### src/rtl/instr_encoder.sv
// ---------------------------------------------------------------------------
// instr_encoder
//   Packs decoded instruction fields (op, rd, rs1, rs2, imm) into 16-bit
//   instruction words. The words are written into instruction memory at
//   consecutive addresses. This is the inverse of the core's instruction
//   decoder. The program loader and test harnesses use it.
//
//   Encoded words pass through a small FIFO, so the field-side handshake
//   keeps running while imem applies back-pressure.
//
// Parameters
//   ADDR_W      imem address width in words
//   FIFO_DEPTH  encoded-word buffer entries (power of 2, >= 2)
//   BASE_ADDR   first imem address written after start
//
// Ports
//   clk, reset            rising-edge clock, asynchronous active-low reset
//   start                 1-cycle pulse, begins a load session (IDLE/DONE only)
//   in_valid/in_ready     field-bundle handshake
//   in_op/rd/rs1/rs2/imm  decoded fields; in_last marks the final bundle
//   imem_we/addr/wdata    imem write port; imem_ready accepts the write
//   busy                  session active (LOAD or DRAIN)
//   done                  session finished (DONE state)
//   err/err_code          sticky first error: 1 illegal op, 2 imm range,
//                         3 address overflow
//   count                 words written this session
//
// Build option
//   ENC_RANGE_CHECK_EN  when defined, I/S/B immediates outside [-16,15] are
//                       rejected with err_code 2. When undefined, they are
//                       truncated to imm[4:0].
// ---------------------------------------------------------------------------
module instr_encoder #(
    parameter int ADDR_W     = 8,
    parameter int FIFO_DEPTH = 2,
    parameter int BASE_ADDR  = 0
) (
    input  logic              clk,
    input  logic              reset,
    input  logic              start,
    input  logic              in_valid,
    output logic              in_ready,
    input  logic [4:0]        in_op,
    input  logic [2:0]        in_rd,
    input  logic [2:0]        in_rs1,
    input  logic [2:0]        in_rs2,
    input  logic [7:0]        in_imm,
    input  logic              in_last,
    output logic              imem_we,
    output logic [ADDR_W-1:0] imem_addr,
    output logic [15:0]       imem_wdata,
    input  logic              imem_ready,
    output logic              busy,
    output logic              done,
    output logic              err,
    output logic [1:0]        err_code,
    output logic [ADDR_W:0]   count
);

    localparam int PTR_W = $clog2(FIFO_DEPTH);
    localparam logic [ADDR_W-1:0] BASE     = BASE_ADDR[ADDR_W-1:0];
    localparam logic [ADDR_W:0]   BASE_X   = {1'b0, BASE};
    localparam logic [ADDR_W:0]   LIMIT    = {1'b1, {ADDR_W{1'b0}}};
    localparam logic [ADDR_W-1:0] ADDR_MAX = {ADDR_W{1'b1}};

    typedef enum logic [1:0] {IDLE, LOAD, DRAIN, DONE} state_t;
    state_t state, state_nxt;

    // ------------------------------------------------------------------
    // Field encoder
    // ------------------------------------------------------------------
    logic [15:0] word;
    logic        legal;
    logic        range_err;

    always_comb begin
        word  = '0;
        legal = 1'b1;
        if (in_op <= 5'd11)
            word = {in_op, in_rd, in_rs1, in_rs2, 2'b00};             // R
        else if (in_op >= 5'd16 && in_op <= 5'd20)
            word = {in_op, in_rd, in_rs1, in_imm[4:0]};               // I
        else if (in_op == 5'd24)
            word = {in_op, in_rs2, in_rs1, in_imm[4:0]};              // S
        else if (in_op >= 5'd25 && in_op <= 5'd28)
            word = {in_op, in_rs1, in_rs2, in_imm[4:0]};              // B
        else if (in_op == 5'd30)
            word = {in_op, 3'b000, in_imm};                           // J
        else
            legal = 1'b0;
    end

`ifdef ENC_RANGE_CHECK_EN
    // All legal ops with op[4] set are I/S/B/J, and only J is exempt.
    // The value fits in 5 signed bits when imm[7:5] all equal imm[4].
    assign range_err = legal && in_op[4] && (in_op != 5'd30) &&
                       (in_imm[7:5] != {3{in_imm[4]}});
`else
    assign range_err = 1'b0;
`endif

    // ------------------------------------------------------------------
    // Word FIFO and address tracking
    // ------------------------------------------------------------------
    logic [15:0]       mem [FIFO_DEPTH];
    logic [PTR_W:0]    wr_ptr, rd_ptr;
    logic              empty, full;
    logic [ADDR_W-1:0] addr;
    // Address claimed by the next push. Overflow is decided here, not at
    // the imem side, so no more than 2^ADDR_W words are ever queued.
    logic [ADDR_W:0]   push_addr;
    logic              ovf;
    logic              fire, push, pop, start_ok, ovf_hit;

    assign empty    = (wr_ptr == rd_ptr);
    assign full     = (wr_ptr[PTR_W] != rd_ptr[PTR_W]) &&
                      (wr_ptr[PTR_W-1:0] == rd_ptr[PTR_W-1:0]);
    assign ovf      = (push_addr == LIMIT);
    assign fire     = in_valid & in_ready;
    assign push     = fire & legal & ~range_err;
    assign pop      = imem_we & imem_ready;
    assign start_ok = start & ((state == IDLE) | (state == DONE));
    assign ovf_hit  = (state == LOAD) & in_valid & ovf;

    always_ff @(posedge clk) begin
        if (push)
            mem[wr_ptr[PTR_W-1:0]] <= word;
    end

    always_ff @(posedge clk or negedge reset) begin
        if (!reset) begin
            wr_ptr    <= '0;
            rd_ptr    <= '0;
            addr      <= BASE;
            push_addr <= BASE_X;
            count     <= '0;
            err       <= 1'b0;
            err_code  <= 2'd0;
        end else if (start_ok) begin
            wr_ptr    <= '0;
            rd_ptr    <= '0;
            addr      <= BASE;
            push_addr <= BASE_X;
            count     <= '0;
            err       <= 1'b0;
            err_code  <= 2'd0;
        end else begin
            if (push) begin
                wr_ptr    <= wr_ptr + 1'b1;
                push_addr <= push_addr + 1'b1;
            end
            if (pop) begin
                rd_ptr <= rd_ptr + 1'b1;
                count  <= count + 1'b1;
                // Hold at the top address rather than wrap back to zero.
                if (addr != ADDR_MAX)
                    addr <= addr + 1'b1;
            end
            // Only the first error of a session is kept.
            if (!err) begin
                if (fire && !legal) begin
                    err      <= 1'b1;
                    err_code <= 2'd1;
                end else if (fire && range_err) begin
                    err      <= 1'b1;
                    err_code <= 2'd2;
                end else if (ovf_hit) begin
                    err      <= 1'b1;
                    err_code <= 2'd3;
                end
            end
        end
    end

    // ------------------------------------------------------------------
    // Session FSM
    // ------------------------------------------------------------------
    always_ff @(posedge clk or negedge reset) begin
        if (!reset) state <= IDLE;
        else        state <= state_nxt;
    end

    always_comb begin
        state_nxt = state;
        case (state)
            IDLE:  if (start) state_nxt = LOAD;
            LOAD:  if ((fire && in_last) || ovf_hit) state_nxt = DRAIN;
            DRAIN: if (empty) state_nxt = DONE;
            DONE:  if (start) state_nxt = LOAD;
            default: state_nxt = IDLE;
        endcase
    end

    always_comb begin
        in_ready = (state == LOAD) & ~full & ~ovf;
        busy     = (state == LOAD) | (state == DRAIN);
        done     = (state == DONE);
    end

    // The write strobe follows FIFO occupancy directly. Address and data
    // stay on the head entry until imem takes it.
    assign imem_we    = ~empty;
    assign imem_addr  = addr;
    assign imem_wdata = empty ? 16'h0000 : mem[rd_ptr[PTR_W-1:0]];

endmodule

### config.mk
export PLATFORM = sky130hd
export DESIGN_NAME = instr_encoder
export DESIGN_NICKNAME = d
export VERILOG_FILES = /design/src/rtl/instr_encoder.sv
export SDC_FILE = /design/constraint.sdc
export NUM_CORES = 1
export LEC_CHECK = 0
export BUFFER_PORTS_ARGS = -buffer_cell sky130_fd_sc_hd__buf_2
export CAP_MARGIN = 10
export CORE_MARGIN = 1.5
export CORE_UTILIZATION = 50
export DETAILED_ROUTE_END_ITERATION = 6
export PLACE_DENSITY_LB_ADDON = 0.25
export SETUP_SLACK_MARGIN = 0.1
export SYNTH_ARGS = -nofsm -noshare
export SYNTH_HDL_FRONTEND = slang
export SYNTH_SLANG_ARGS = --single-unit
### constraint.sdc
create_clock -name clk -period 5.4 [get_ports clk]
set_clock_uncertainty 0.05 [all_clocks]
set_input_delay 1.08 -clock clk [delete_from_list [all_inputs] [get_ports clk]]
set_output_delay 1.08 -clock clk [all_outputs]
set_load 0.005 [all_outputs]
# Word-level counts from Yosys, hierarchy flattened
# Memories as Yosys holds them, arrays and structs flattened.
# Cells that the tools add are included.
word_totals:
  inputBits: 28
  mem_count: 1
  output_inout_bits: 40
  ff_bits: 35
  ram_bits: 32
  wordCells: 98
mem_list:
  columns: ["name", "words", "word_bits", "rd", "rd_clocked_by_memory_dff", "wr", "line_no", "source"]
  rows:
  - ["mem", 2, 16, 1, 0, 1, "105", "logic [15:0] mem [FIFO_DEPTH];"]
classes:
  muxes: 36
  n_bitwise: 13
  addsub: 5
  n_lt_le_gt_ge: 5
  eq_ne: 14
  n_reduce_logical: 16
op_table:
  columns: ["operator", "count"]
  rows:
  - ["$mux 16", 6]
  - ["$mux 9", 4]
  - ["$mux 8", 3]
  - ["$mux 2", 11]
  - ["$add 9x1->9 const B", 2]
  - ["$mux 1", 11]
  - ["$eq 5x5->1 const B", 2]
  - ["$ge 5x5->1 const B", 2]
  - ["$le 5x5->1 const B", 2]
  - ["$eq 9x9->1 const B", 1]
  - ["$add 8x1->8 const B", 1]
  - ["$and 1x1->1", 8]
  - ["$ne 8x8->1 const B", 1]
  - ["$ne 2x1->1 const B", 3]
  - ["$pmux 2 s3", 1]
  - ["$reduce_bool 2->1", 3]
  - ["$le 5x4->1 const B", 1]
  - ["$logic_and 1x1->1", 5]
  - ["$add 2x1->2 const B", 2]
  - ["$eq 2x2->1 const B", 2]
  - ["$reduce_and 2->1", 2]
  - ["$not 1->1", 3]
  - ["$reduce_and 3->1", 1]
  - ["$reduce_bool 3->1", 1]
  - ["10 further kinds", 11]

# Depth between registers and ports, before layout
logic_depth:
  depth_word: 11
  depth_mapped: 8

# Least setup slack after synthesis
# No wires, ideal clock.
synth_path:
  kind: "input to register"
  startpoint: "input port in_op[3]"
  endpoint: "memory mem[0][0], enable pin"
  path_slack_ps: 2402
  stages: 6
  t_arrival_ps: 2560
  path_buffers: 2
  t_required_ps: 4962
  setup_ps: 389
  path_cell_list: "clkbuf_1 > o21ai_0 > o21bai_2 > nand2_2 > buf_6 > nor2_1"
synth_between:
  elab_chain_cells: 9
  elab_cells_between_ends: 17
  classes_between: "5 x order compare; 2 x eq/ne; 7 x mux; 1 x bitwise; 2 x reduce/logical"
synth_rtl:
  columns: ["item", "line_no", "source"]
  rows:
  - ["start, declared", "43", "input logic [4:0] in_op,"]
  - ["$ge 5x5->1 (tied with other cells)", "85", "else if (in_op >= 5'd25 && in_op <= 5'd28)"]
  - ["$logic_and 1x1->1 or $mux 1 (tied branches)", "85, 87", null]
  - ["$mux 1", "85", null]
  - ["$mux 1", "83", "else if (in_op == 5'd24)"]
  - ["$mux 1", "81", "else if (in_op >= 5'd16 && in_op <= 5'd20)"]
  - ["$mux 1 *", "79", "if (in_op <= 5'd11)"]
  - ["$and 1x1->1 *", "120", "assign push = fire & legal & ~range_err;"]
  - ["$mux 1 *", "126", "if (push)"]
  - ["$mux 1 (implied by the code) *", "127", "mem[wr_ptr[PTR_W-1:0]] <= word;"]
  - ["end, declared", "105", null]
# Mark *: on every way between the ends. The rest lies on a longest branch, timed or not.

# Worst setup path after layout
layout_path:
  startpoint: "register rd_ptr[0]"
  endpoint: "output port imem_wdata[10]"
layout_between:
  elab_chain_cells: 2
  elab_cells_between_ends: 3
  classes_between: "1 x eq/ne; 1 x mux; 1 x memory"
layout_rtl:
  columns: ["item", "line_no", "source"]
  rows:
  - ["start, declared", "106", "logic [PTR_W:0] wr_ptr, rd_ptr;"]
  - ["start signal, assigned", "153", "rd_ptr <= rd_ptr + 1'b1;"]
  - ["$mem_v2 2x16 or $eq 2x2->1 (tied branches)", null, null]
  - ["$mux 16 *", "204", "assign imem_wdata = empty ? 16'h0000 : mem[rd_ptr[PTR_W-1:0]];"]
  - ["end, declared", "51", "output logic [15:0] imem_wdata,"]
# Marks and branches as above.

==> run_results.csv <==
group,metric,value,unit
synthesis,yosysSeqAreaShare,55.19,%
clocking,htreeDepth,3,
synthesis,synth_area_leaders,"edfxtp_1, dfrtp_1, mux2i_1",
global_routing,gr-total-overflow,0,
timing,drv_slew,0,
synthesis,yosys_warnings,0,
status,outcome,"finished clean",
critical_path,worstSetupStartpointType,"flop",
clocking,path_clk_slew,0.07,ns
critical_path,worstPathArrival,2.44,ns
clocking,clock-sinks,67,
power_and_ir_drop,power.leakage,1.789,nW
floorplanning,fp.dieH,84.59,um
drt,wl_per_cell,14.40,um
finish,drive_gt1_share,23.28,%
synthesis,synth_top_area_share,28.87,%
critical_path,critPathMaxStageDelay,0.93,ns
finish,area_growth,18.23,%
worst_hold_path,holdPathEnd,"err_code[0]$_DFFE_PN0P_",
clocking,clk_path_buf_depth,2,
synthesis,synth_nets,340,
critical_path,critPathRequiredTime,4.27,ns
finish,diodes,0,
clocking,cts_tree,"built",
floorplanning,ios,68,
critical_path,critPathKind,"reg -> out",
drt,drt_iter0_markers,150,
clocking,clock_latency,0.34,ns
drt,vias,2506,
synthesis,yosysTopAreaCell,"edfxtp_1",
critical_path,worstSetupEndpointType,"output pin",
critical_path,cp_cell_sequence,"buf_4 -> xor2_1 -> nor2_1 -> nor2_1 -> buf_2",
timing,max_slew_margin,20.67,%
power_and_ir_drop,seq_power_share,37.9,%
power_and_ir_drop,power.density,456.9,mW/mm^2
global_routing,grt_max_degree,36,
timing,setup_viol,0,
clocking,root_buffer,"clkbuf_8",
power_and_ir_drop,power.share.switching,35.95,%
place,port_buffers,67,
clocking,numCtsBuffers,9,
place,routabilityCongestion,0.7772,
timing,worst_pin_slew,1.186,ns
synthesis,synth-main-ff-cell,"dfrtp_1",
finish,nNetsFinal,408,
synthesis,synth_xor_area_share,6.842,%
synthesis,synth.area.mux_share,5.414,%
timing,layout_min_cycle_time,3.565,ns
place,place_area,0.003719,mm^2
synthesis,synthAdderAreaFrac,2.632,%
worst_hold_path,hold_start,"err_code[0]$_DFFE_PN0P_",
critical_path,r2r_setup_slack,2.92,ns
synthesis,ys_ff_latch,67,
timing,hold_viol_final,0,
finish,stdcell_area,0.003935,mm^2
flow_run,maxCapViolations,0,
floorplanning,initial_core_util,52.12,%
drt,first_pass_iters,4,
drt,drt_drc_violations_left,0,
clocking,cts_setup_buffers,0,
critical_path,cp_top_family,"simple AND/OR/NAND/NOR gates",
global_routing,grt_use_total,19.46,%
floorplanning,die_w,84.59,um
synthesis,synth-edff-count,32,
critical_path,cp_slowest_cell,"nor2_1",
place,place.detailed.hpwl,4.636,mm
drt,wirelength,6.551,mm
synthesis,avgSynthCellArea,10.91,um^2
floorplanning,die_area,0.007155,mm^2
synthesis,netlist_instances,305,
critical_path,cp_num_buf_inv,2,
floorplanning,rows,29,
clocking,holdBufCountCts,0,
global_routing,grt_pass1_vias,2367,
power_and_ir_drop,combPwrFrac,37.1,%
synthesis,async_flop_share,52.24,%
critical_path,path_max_fanout,20,
power_and_ir_drop,power.internal,0.001152,W
global_routing,grt_first_pass_wirelength,10.98,mm
finish,mostFrequentLayoutCells,"buf_2, nor2_1, dfrtp_1",
timing,fmax,280.5,MHz
timing,rsz0062_at_grt,"false",
power_and_ir_drop,pwr-share-clk,25.0,%
timing,setup_tns,0,ns
synthesis,synth_top_family_by_area,"simple AND/OR/NAND/NOR gates",
power_and_ir_drop,ir_worst_vdd,246.9,uV
critical_path,reg2reg_from,"push_addr[0]$_DFFE_PN0P_",
critical_path,reg2reg_to,"mem[1][6]$_DFFE_PP_",
worst_hold_path,holdCritPathClass,"reg -> reg",
global_routing,antenna_found_initial,0,
drt,via_per_inst,5.508,
critical_path,crit_path_frequent_cell,"nor2_1",
synthesis,netlist_area,0.003328,mm^2
synthesis,synth-compound-area-share,10.49,%
clocking,postCtsResizedCells,0,
power_and_ir_drop,switchingPower,0.0006463,W
worst_hold_path,whs_path_depth,2,
critical_path,reg2regPathDepth,6,
timing,finalCritPeriodShare,66.02,%
synthesis,yosys.area_share.simple,16.39,%
drt,antenna_left,0,
floorplanning,core,0.006386,mm^2
finish,mostFrequentLayoutCell,"buf_2",
synthesis,ys_types,48,
-- registers in the layout (all words and copies together) (netlist names) --
register and flops:
wr_ptr 2, rd_ptr 2, imem_addr 8, count 9, state 2, push_addr 9
err 1, mem 32, err_code 2
-- final cells by class --
class | count | area [um^2]
fillers | 547 | 2451
flip-flops and latches | 67 | 1837
multi-input cells | 214 | 1390
repair buffers | 69 | 350.3
clock buffers | 10 | 127.6
well taps | 77 | 96.34
clock inverters | 6 | 88.84
inverters | 12 | 45.04
-- power groups by stage --
stage | registers, W | clock network, W | logic [W]
6_report | 0.000681 | 0.000450 | 0.000667
5_1_grt | 0.000692 | 0.000484 | 0.000747
4_1_cts | 0.000681 | 0.000461 | 0.000676
3_5_place_dp | 0.000691 | 0 | 0.000675
3_3_place_gp | 0.000687 | 0 | 0.000661
2_1_floorplan | 0.000682 | 0 | 0.000443
-- worst max path at each step --
stage | startpoint | to | slack (ns) | cells after the start
after floorplan | in_op[3] | mem[0][0]$_DFFE_PP_ | 2.40 | 6
after global placement | rd_ptr[0]$_DFFE_PN0P_ | imem_wdata[3] | 2.25 | 5
after detailed placement | rd_ptr[0]$_DFFE_PN0P_ | imem_wdata[1] | 2.19 | 5
after CTS | rd_ptr[0]$_DFFE_PN0P_ | imem_wdata[1] | 1.81 | 5
after global routing | rd_ptr[0]$_DFFE_PN0P_ | imem_wdata[12] | 1.65 | 5
final | rd_ptr[0]$_DFFE_PN0P_ | imem_wdata[10] | 1.83 | 5
-- tightest hold or removal path: stages, from the launching register on --
cell and delay, ns:
dfrtp_1 0.35, a21oi_1 0.04, nor2_1 0.08
-- cells by family (layout without fill, tap and decap cells) --
logic type,Yosys count,count (layout)
DFF,67,67
and+or+nand+nor,113,113
xor gates and xnor gates,26,26
buffers and inverters,24,97
AOI/OAI and AO/OA,50,50
muxes,18,18
adders and majority gates,7,7
-- cells in the mapped netlist (3+ instances only) --
cell / count
nand3_1: 13
ha_1: 7
o21ai_0: 14
xnor2_1: 9
a21oi_1: 10
inv_1: 12
edfxtp_1: 32
a222oi_1: 3
clkbuf_1: 8
or4_1: 3
a22oi_1: 4
xor2_1: 17
nand4_1: 8
dfrtp_1: 35
mux2i_1: 18
and3_1: 5
a22o_1: 3
nor2b_1: 3
nand2_1: 20
nor2_1: 46
-- routing by layer --
metal	routed length (um)	track usage (%)	part of all wire (%)
met1	3016	26.16	46
met2	3052	30.23	47
met3	355	4.720	5.4
met4	127	8.358	1.9
met5	0	0	0
-- stage by stage --
step	power, W	setup WS [ns]	utilization (%)	instances	hold slack (ns)
finish	0.001798	1.835	61.62	455	0.4528
global route	0.001923	1.650	61.62	455	0.4951
CTS	0.001818	1.813	61.62	455	0.4629
detailed placement	0.001367	2.187	58.23	439	0.4428
global placement	0.001347	2.249	58.23	439	0.4321
floorplan	0.001125	2.402	-	305	0.4359
Note: power is estimated with default switching activity, not from simulation.
